--- src/rtl/demux_pkg.sv ---
// Shared constants for the 1:4 word distributor: widths, channel count and channel indices.
package demux_pkg;

  localparam int WIDTH = 32;
  localparam int SEL_W = 2;
  localparam int N_OUT = 4;
  localparam int CNT_W = 16;

  localparam logic [SEL_W-1:0] CH0 = 2'd0;
  localparam logic [SEL_W-1:0] CH1 = 2'd1;
  localparam logic [SEL_W-1:0] CH2 = 2'd2;
  localparam logic [SEL_W-1:0] CH3 = 2'd3;

endpackage

--- src/rtl/demux_slot.sv ---
// One-entry output holding register with valid/ready; a load in the same cycle as a drain
// keeps the slot full so each channel sustains one word per cycle.
module demux_slot #(
  parameter int WIDTH = demux_pkg::WIDTH
) (
  input  logic             clk,
  input  logic             reset_n,
  input  logic             load,
  input  logic [WIDTH-1:0] din,
  output logic [WIDTH-1:0] dout,
  output logic             valid,
  input  logic             ready
);

  logic [WIDTH-1:0] data_q, data_d;
  logic             valid_q, valid_d;

  always_comb begin
    data_d  = data_q;
    valid_d = valid_q;
    if (valid_q && ready) begin
      valid_d = 1'b0;
    end
    if (load) begin
      data_d  = din;
      valid_d = 1'b1;
    end
  end

  // Data is not cleared on drain; the last word stays visible.
  always_ff @(posedge clk or negedge reset_n) begin
    if (!reset_n) begin
      data_q  <= '0;
      valid_q <= 1'b0;
    end else begin
      data_q  <= data_d;
      valid_q <= valid_d;
    end
  end

  assign dout  = data_q;
  assign valid = valid_q;

endmodule

--- src/rtl/demux4_32_dist.sv ---
// Registered 1:4 word distributor: steers each accepted input word into one of four
// channel slots chosen by in_sel or by a strict-order round-robin pointer.
module demux4_32_dist #(
  parameter int WIDTH = demux_pkg::WIDTH,
  parameter int CNT_W = demux_pkg::CNT_W
) (
  input  logic             clk,
  input  logic             reset_n,
  input  logic [WIDTH-1:0] in_data,
  input  logic [1:0]       in_sel,
  input  logic             in_valid,
  output logic             in_ready,
  input  logic             rr_mode,
  output logic [WIDTH-1:0] z0,
  output logic [WIDTH-1:0] z1,
  output logic [WIDTH-1:0] z2,
  output logic [WIDTH-1:0] z3,
  output logic [3:0]       z_valid,
  input  logic [3:0]       z_ready,
  output logic [1:0]       rr_ptr,
  output logic [CNT_W-1:0] xfer_cnt
);

  import demux_pkg::*;

  logic [SEL_W-1:0] tgt;
  logic [SEL_W-1:0] rr_ptr_q, rr_ptr_d;
  logic [CNT_W-1:0] xfer_cnt_q, xfer_cnt_d;
  logic             acc;
  logic [N_OUT-1:0] load;
  logic [WIDTH-1:0] z_q [N_OUT];

  // Ready depends only on the target slot's state, never on in_data.
  assign tgt      = rr_mode ? rr_ptr_q : in_sel;
  assign in_ready = ~z_valid[tgt] | z_ready[tgt];
  assign acc      = in_valid & in_ready;

  for (genvar k = 0; k < N_OUT; k++) begin : g_slot
    assign load[k] = acc & (tgt == SEL_W'(k));

    demux_slot #(.WIDTH(WIDTH)) u_slot (
      .clk    (clk),
      .reset_n(reset_n),
      .load   (load[k]),
      .din    (in_data),
      .dout   (z_q[k]),
      .valid  (z_valid[k]),
      .ready  (z_ready[k])
    );
  end

  always_comb begin
    rr_ptr_d   = rr_ptr_q;
    xfer_cnt_d = xfer_cnt_q;
    if (acc) begin
      xfer_cnt_d = xfer_cnt_q + CNT_W'(1);
      if (rr_mode) begin
        rr_ptr_d = rr_ptr_q + SEL_W'(1);
      end
    end
  end

  always_ff @(posedge clk or negedge reset_n) begin
    if (!reset_n) begin
      rr_ptr_q   <= '0;
      xfer_cnt_q <= '0;
    end else begin
      rr_ptr_q   <= rr_ptr_d;
      xfer_cnt_q <= xfer_cnt_d;
    end
  end

  assign z0       = z_q[CH0];
  assign z1       = z_q[CH1];
  assign z2       = z_q[CH2];
  assign z3       = z_q[CH3];
  assign rr_ptr   = rr_ptr_q;
  assign xfer_cnt = xfer_cnt_q;

endmodule

--- config.mk ---
export PLATFORM = sky130hd
export DESIGN_NAME = demux4_32_dist
export DESIGN_NICKNAME = d
export VERILOG_FILES = /design/src/rtl/demux_pkg.sv /design/src/rtl/demux_slot.sv /design/src/rtl/demux4_32_dist.sv
export SDC_FILE = /design/constraint.sdc
export NUM_CORES = 1
export LEC_CHECK = 0
export ABC_AREA = 1
export CORE_UTILIZATION = 35
export CTS_CLUSTER_DIAMETER = 120
export DETAILED_ROUTE_END_ITERATION = 10
export GPL_ROUTABILITY_DRIVEN = 0
export PLACE_DENSITY = 0.68
export SYNTH_ARGS = -nofsm -noshare
export SYNTH_HDL_FRONTEND = slang
export SYNTH_HIERARCHICAL = 1
export SYNTH_SLANG_ARGS = --single-unit
--- constraint.sdc ---
create_clock -name clk -period 2.8 [get_ports clk]
set_clock_uncertainty 0.2 [all_clocks]
set_input_delay 0.42 -clock clk [delete_from_list [all_inputs] [get_ports clk]]
set_output_delay 0.42 -clock clk [all_outputs]
set_load 0.005 [all_outputs]
======== After elaboration in Yosys (flattened, before gate mapping) ========
Cells that the tools add are included.
operators by class
  equality and inequality tests ........... 3
  $add $sub $neg .......................... 2
  reduce and logical (&&, ||, !) cells .... 10
  mux-type cells .......................... 13
  magnitude comparators ................... 1
  bitwise operators ....................... 7
operator list
  cell                     count
  $add A16 B1 Y16 const B  1
  $mux W1                  10
  $reduce_bool A2 Y1       4
  $and A1 B1 Y1            5
  $bmux W1 S2              2
  $eq A2 B2 Y1 const B     2
  $logic_and A1 B1 Y1      4
  $lt A2 B3 Y1 const B     1
  $add A2 B1 Y2 const B    1
  $eq A2 B1 Y1 const B     1
  $logic_not A2 Y1         1
  $mux W2                  1
  $reduce_and A2 Y1        1
  $not A1 Y1               1
  $or A1 B1 Y1             1
word-level totals
  register bits ........................... 150
  output and inout port bits .............. 151
  input port bits ......................... 42

======== Depth between registers and ports, before layout ========
Gate-level depths: netlist of the first run.
  word-level depth ........................ 8
  mapped depth ............................ 17
  gate-level depth less buffers ........... 14

======== By module ========
The synthesis of the first run kept the hierarchy.
modules (own cells, without submodules)
  module          cells an instance  area each (um2)  times used
  demux_slot      140                1326.3           4
  demux4_32_dist  167                1233.7           1

======== Worst setup path before layout of the first run ========
OpenSTA, ideal clock, no wires.
  path kind ............................... in2reg
  from .................................... input in_sel[1]
  to ...................................... register g_slot[2].u_slot.data_q[20]
  arrival ................................. 1.744 ns
  cell stages on the path ................. 14
  setup slack ............................. 0.740 ns
  data required time ...................... 2.484 ns
  library setup time ...................... 0.116 ns
  path buffers ............................ 3
  cell sequence ........................... inv_1 o21ai_2 inv_2 nand2_1 nand2_2 nand2_4 nand2_4 buf_6 nor3_2 buf_6 inv_8 buf_12 nand2_2 nand2_1
between the ends
  cells in the longest elaborated chain, start to end .. 7
ends and longest elaborated chain
  what                           RTL line              source
  from (decl)                    demux4_32_dist.sv:10  input logic [1:0] in_sel,
  $mux W2 (*)                    demux4_32_dist.sv:34  assign tgt = rr_mode ? rr_ptr_q : in_sel;
  $bmux W1 S2                    demux4_32_dist.sv:35  assign in_ready = ~z_valid[tgt] | z_ready[tgt];
  $mux W1 (not written as such)  demux4_32_dist.sv:35
  $not A1 Y1                     demux4_32_dist.sv:35
  $or A1 B1 Y1                   demux4_32_dist.sv:35
  $and A1 B1 Y1                  demux4_32_dist.sv:36  assign acc = in_valid & in_ready;
  $and A1 B1 Y1 (*)              demux4_32_dist.sv:39  assign load[k] = acc & (tgt == SEL_W'(k));
  via load[2]                    demux4_32_dist.sv:30  logic [N_OUT-1:0] load;
  to (signal assigned)           demux_slot.sv:36      data_q <= data_d;
  to (decl)                      demux_slot.sv:15      logic [WIDTH-1:0] data_q, data_d;
The timed path passes the listed nets; every way through them passes the cells marked *. The select of a mux whose other input is x is not followed.
A chain may end at the register's enable or synchronous reset.

======== Final worst setup path of the first run ========
  from .................................... input in_sel[0]
  to ...................................... output in_ready
between the ends
  cells in the longest elaborated chain, start to end .. 5
ends and longest elaborated chain
  what                           RTL line              source
  $mux W2 (*)                    demux4_32_dist.sv:34
  $bmux W1 S2                    demux4_32_dist.sv:35
  $mux W1 (not written as such)  demux4_32_dist.sv:35
  $not A1 Y1                     demux4_32_dist.sv:35
  $or A1 B1 Y1 (*)               demux4_32_dist.sv:35
  to (decl)                      demux4_32_dist.sv:12  output logic in_ready,
Every way passes the cells marked *; elsewhere a longest branch is shown, timed or not. The select of a mux whose other input is x is not followed.

==> metrics.txt, run 1 <==
Clock Path Buffers 2; Async SR Flop Fraction 1.00; Leak Pwr about 0.0045 uW; Switching Share 0.308; CP max FO 6; Worst Hold Class flip-flop to flip-flop; fin. max-slew vios 0; CP max stage delay slightly above 0.5 ns; WP data required about 2.2 ns; endpoint type of the worst setup path output pin; HPWL after DPL between 10 and 15 mm; setup bufs post-CTS 0; I/O pins roughly 190; Vias 5281; most frequent CP cell nand2_1; Switch Pwr a little over 3000 uW; Worst Max-Slew Pin Slew 0.524 ns; most frequent cell after synthesis nand2_1; Buf/Inv on CP 3; status finished with violations; worst skew pair latency a little over 0.4 ns; type of origin of the critical path input port; power per cell area ~1100 mW/mm^2; Yosys warning count 6; # rows 49; synthesized flop and latch total 150; post-synthesis xor/xnor area fraction 0.0201; average size of a mapped cell roughly 9.0 um^2; CTS tree built; largest net degree at the start of global routing between 60 and 70; Yosys top cell area share 0.574; largest family of logic cells by synthesized area simple AND/OR/NAND/NOR gates; Routed WL per cell 14.7 um; antenna violations before repair 0; setup violators final 0; proportion of synthesized area in mux cells 0; Int Pwr approximately 6900 uW; Clock Sinks 150; Worst VDD drop roughly 0.00041 V; CP top delay family buffers and inverters; cells along the critical path clkdlybuf4s50_1, nand2_2, nand2_4, nand2_1, nand2_1, nand2_1, nand2_1, inv_2, nand2_4, clkdlybuf4s50_1; fillers around 1700; clock buffer count from CTS 17; Clk pwr share 0.232; number of DRC markers in iteration 0 260; Final Hold Fails 0; initial core utilization 0.360; DRT antenna net count 0; Die Height about 140 um; slowest cell on the critical path clkdlybuf4s50_1; failing checks DRC; CP Class input port to output pin; Via density between 4 and 5; Reg power frac 0.385; die footprint about 0.019 mm^2; drt first pass iters 8; Final Net Count around 970; Max-Cap Viols 0; drc violations 17; Pwr Total 9910 uW; global-route wire length before repair 29.0 mm; Die Width between 100 and 150 um; core box area around 0.018 mm^2; fmax ~0.38 GHz; IO buf count ~190; slew margin rel. 0.651; RSZ-0062 raised after global routing false; Clock Pin Slew Worst Setup and Hold Paths 0.06 ns; vias in the first global route 5366; Post-synth EDFFs 0; Inserted Diodes 0; area grow syn2layout 40.9%; fraction of layout cells with a size suffix above 1 0.118; top cells by count, synth nand2_1 (415), dfrtp_1 (150), nand2_2 (39), nand3_1 (25), buf_6 (14); Synth Area in Simple Gates 0.316; Post-Syn Instances 727; syn_nets 770; WL final between 15 and 20 mm; Clk Tree Root Cell clkbuf_16; Netlist cell types 22; fin crit period around 2.6 ns; Post-Syn Area around 0.0065 mm^2; gr ovfl total 0; Arrival @ worst endpoint between 1.5 and 2 ns; sequential share of the synthesized area 0.574; Primary FF master, synth dfrtp_1; Final Cycle Share 0.934; GRT Total Usage 0.190; Synth Area in Compound Gates 0.00670; CTS H-tree lvls 4; Gate power share 0.383; Synth area leader dfrtp_1; Synth area leaders dfrtp_1 (57%), nand2_1 (24%), nand2_2 (3.7%), clkbuf_8 (2.5%), buf_6 (2.4%); Adder-Cell Fraction of Synth Area 0.00191; Setup TNS 0 ns
-- through the flow --
stage                     worst slack [ns]  cell area [um^2]  utilization  instances  hold WS [ns]
after CTS                         0.000968              9210        0.508       1169         0.273
final                                0.186              9220        0.508       1169         0.269
after detailed placement           0.00980              8620        0.475       1138         0.211
after floorplan                      0.740              6540            -        727       -0.0756
after global routing                0.0103              9220        0.508       1169         0.294
after global placement              0.0465              8620        0.475       1138         0.207
-- final timing paths --
kind                       cells past startpoint  slack (ns)                        end                startpoint
min                                            2        0.27   g_slot[3].u_slot/dout[0]  g_slot[3].u_slot/dout[0]
max reg2reg                                   14        0.71   g_slot[0].u_slot/dout[0]                 rr_ptr[0]
max                                           10        0.19                   in_ready                 in_sel[0]
max in group asynchronous                      3        1.33   g_slot[3].u_slot/dout[4]                   reset_n
min reg2reg                                    2        0.27   g_slot[3].u_slot/dout[0]  g_slot[3].u_slot/dout[0]
min in group asynchronous                      2        0.32  g_slot[1].u_slot/dout[21]                   reset_n
-- tightest hold or removal path, delay by kind of cell (launching register included) --
family,cells,cell delay (ns)
simple gates,2,0.10
flops,1,0.34
-- per-layer routing --
metal / track usage / vias to the layer above / wire, um
met5: 0 / - / 0
met4: 0.0544 / 0 / 147
met3: 0.0459 / 10 / 1070
met2: 0.314 / 162 / 8150
met1: 0.249 / 2497 / 7870
li1: - / 2612 / -
-- sequential cells by signal, summed over array words and instances, names as in the netlist --
register and count:
rr_ptr 2, xfer_cnt 16, g_slot.u_slot/dout 128, g_slot.u_slot/valid 4
-- timing repair --
action,CTS,global route
endpoints found under the hold margin,50,0
gates resized for setup,0,1
hold buffers,1,0
setup endpoints to repair,0,1
-- final cells by class --
cell class	count	area, um^2	share of cell area
Clock buffer	21	460	0.0500
Sequential cell	150	3750	0.407
Tap cell	229	287	0.0311
Clock inverter	9	128	0.0138
Timing Repair Buffer	216	2200	0.238
Multi-Input combinational cell	523	2280	0.247
Inverter	21	111	0.0121
-- kinds of logic after synthesis --
logic type / count (synthesis)
AO/OA/AOI/OAI: 5
XOR/XNOR: 15
adder cells (fa/ha/maj): 1
buffers and inverters: 54
flip-flops: 150
AND/OR/NAND/NOR: 502
-- placed cells by master (no fill, tap or decap), types with 2 or more instances in the layout --
| cell | instances |
|---|---|
| clkinv_2 | 3 |
| nor3_1 | 2 |
| o21ai_2 | 5 |
| clkbuf_8 | 2 |
| inv_1 | 13 |
| xnor2_1 | 11 |
| clkdlybuf4s50_1 | 190 |
| buf_12 | 7 |
| nor2_1 | 12 |
| bufinv_16 | 3 |
| nor3_4 | 4 |
| clkbuf_1 | 2 |
| clkbuf_16 | 17 |
| inv_2 | 3 |
| nand2_2 | 39 |
| nand3_1 | 25 |
| buf_4 | 16 |
| nand2_1 | 415 |
| xor2_1 | 4 |
| inv_8 | 4 |
| nand2_4 | 3 |
| nand4_1 | 2 |
| clkinvlp_4 | 3 |
| dfrtp_1 | 150 |
-- power by group through the flow --
| stage | registers (uW) | clock network [uW] | logic [uW] |
|---|---|---|---|
| final | 3820 | 2300 | 3790 |
| after global routing | 3950 | 2450 | 4160 |
| after CTS | 3820 | 2370 | 3850 |
| after detailed placement | 3830 | 0 | 3830 |
| after global placement | 3820 | 0 | 3760 |
| after floorplan | 3840 | 0 | 1320 |
No activity file was read; power rests on OpenSTA's default activity.
==> inputs of run 2 (changes only) <==
Settings changed: SKIP_CTS_REPAIR_TIMING set to 1.
==> results of run 2 <==
Same layout as run 1: the final DEF is identical, and so are final timing and power.
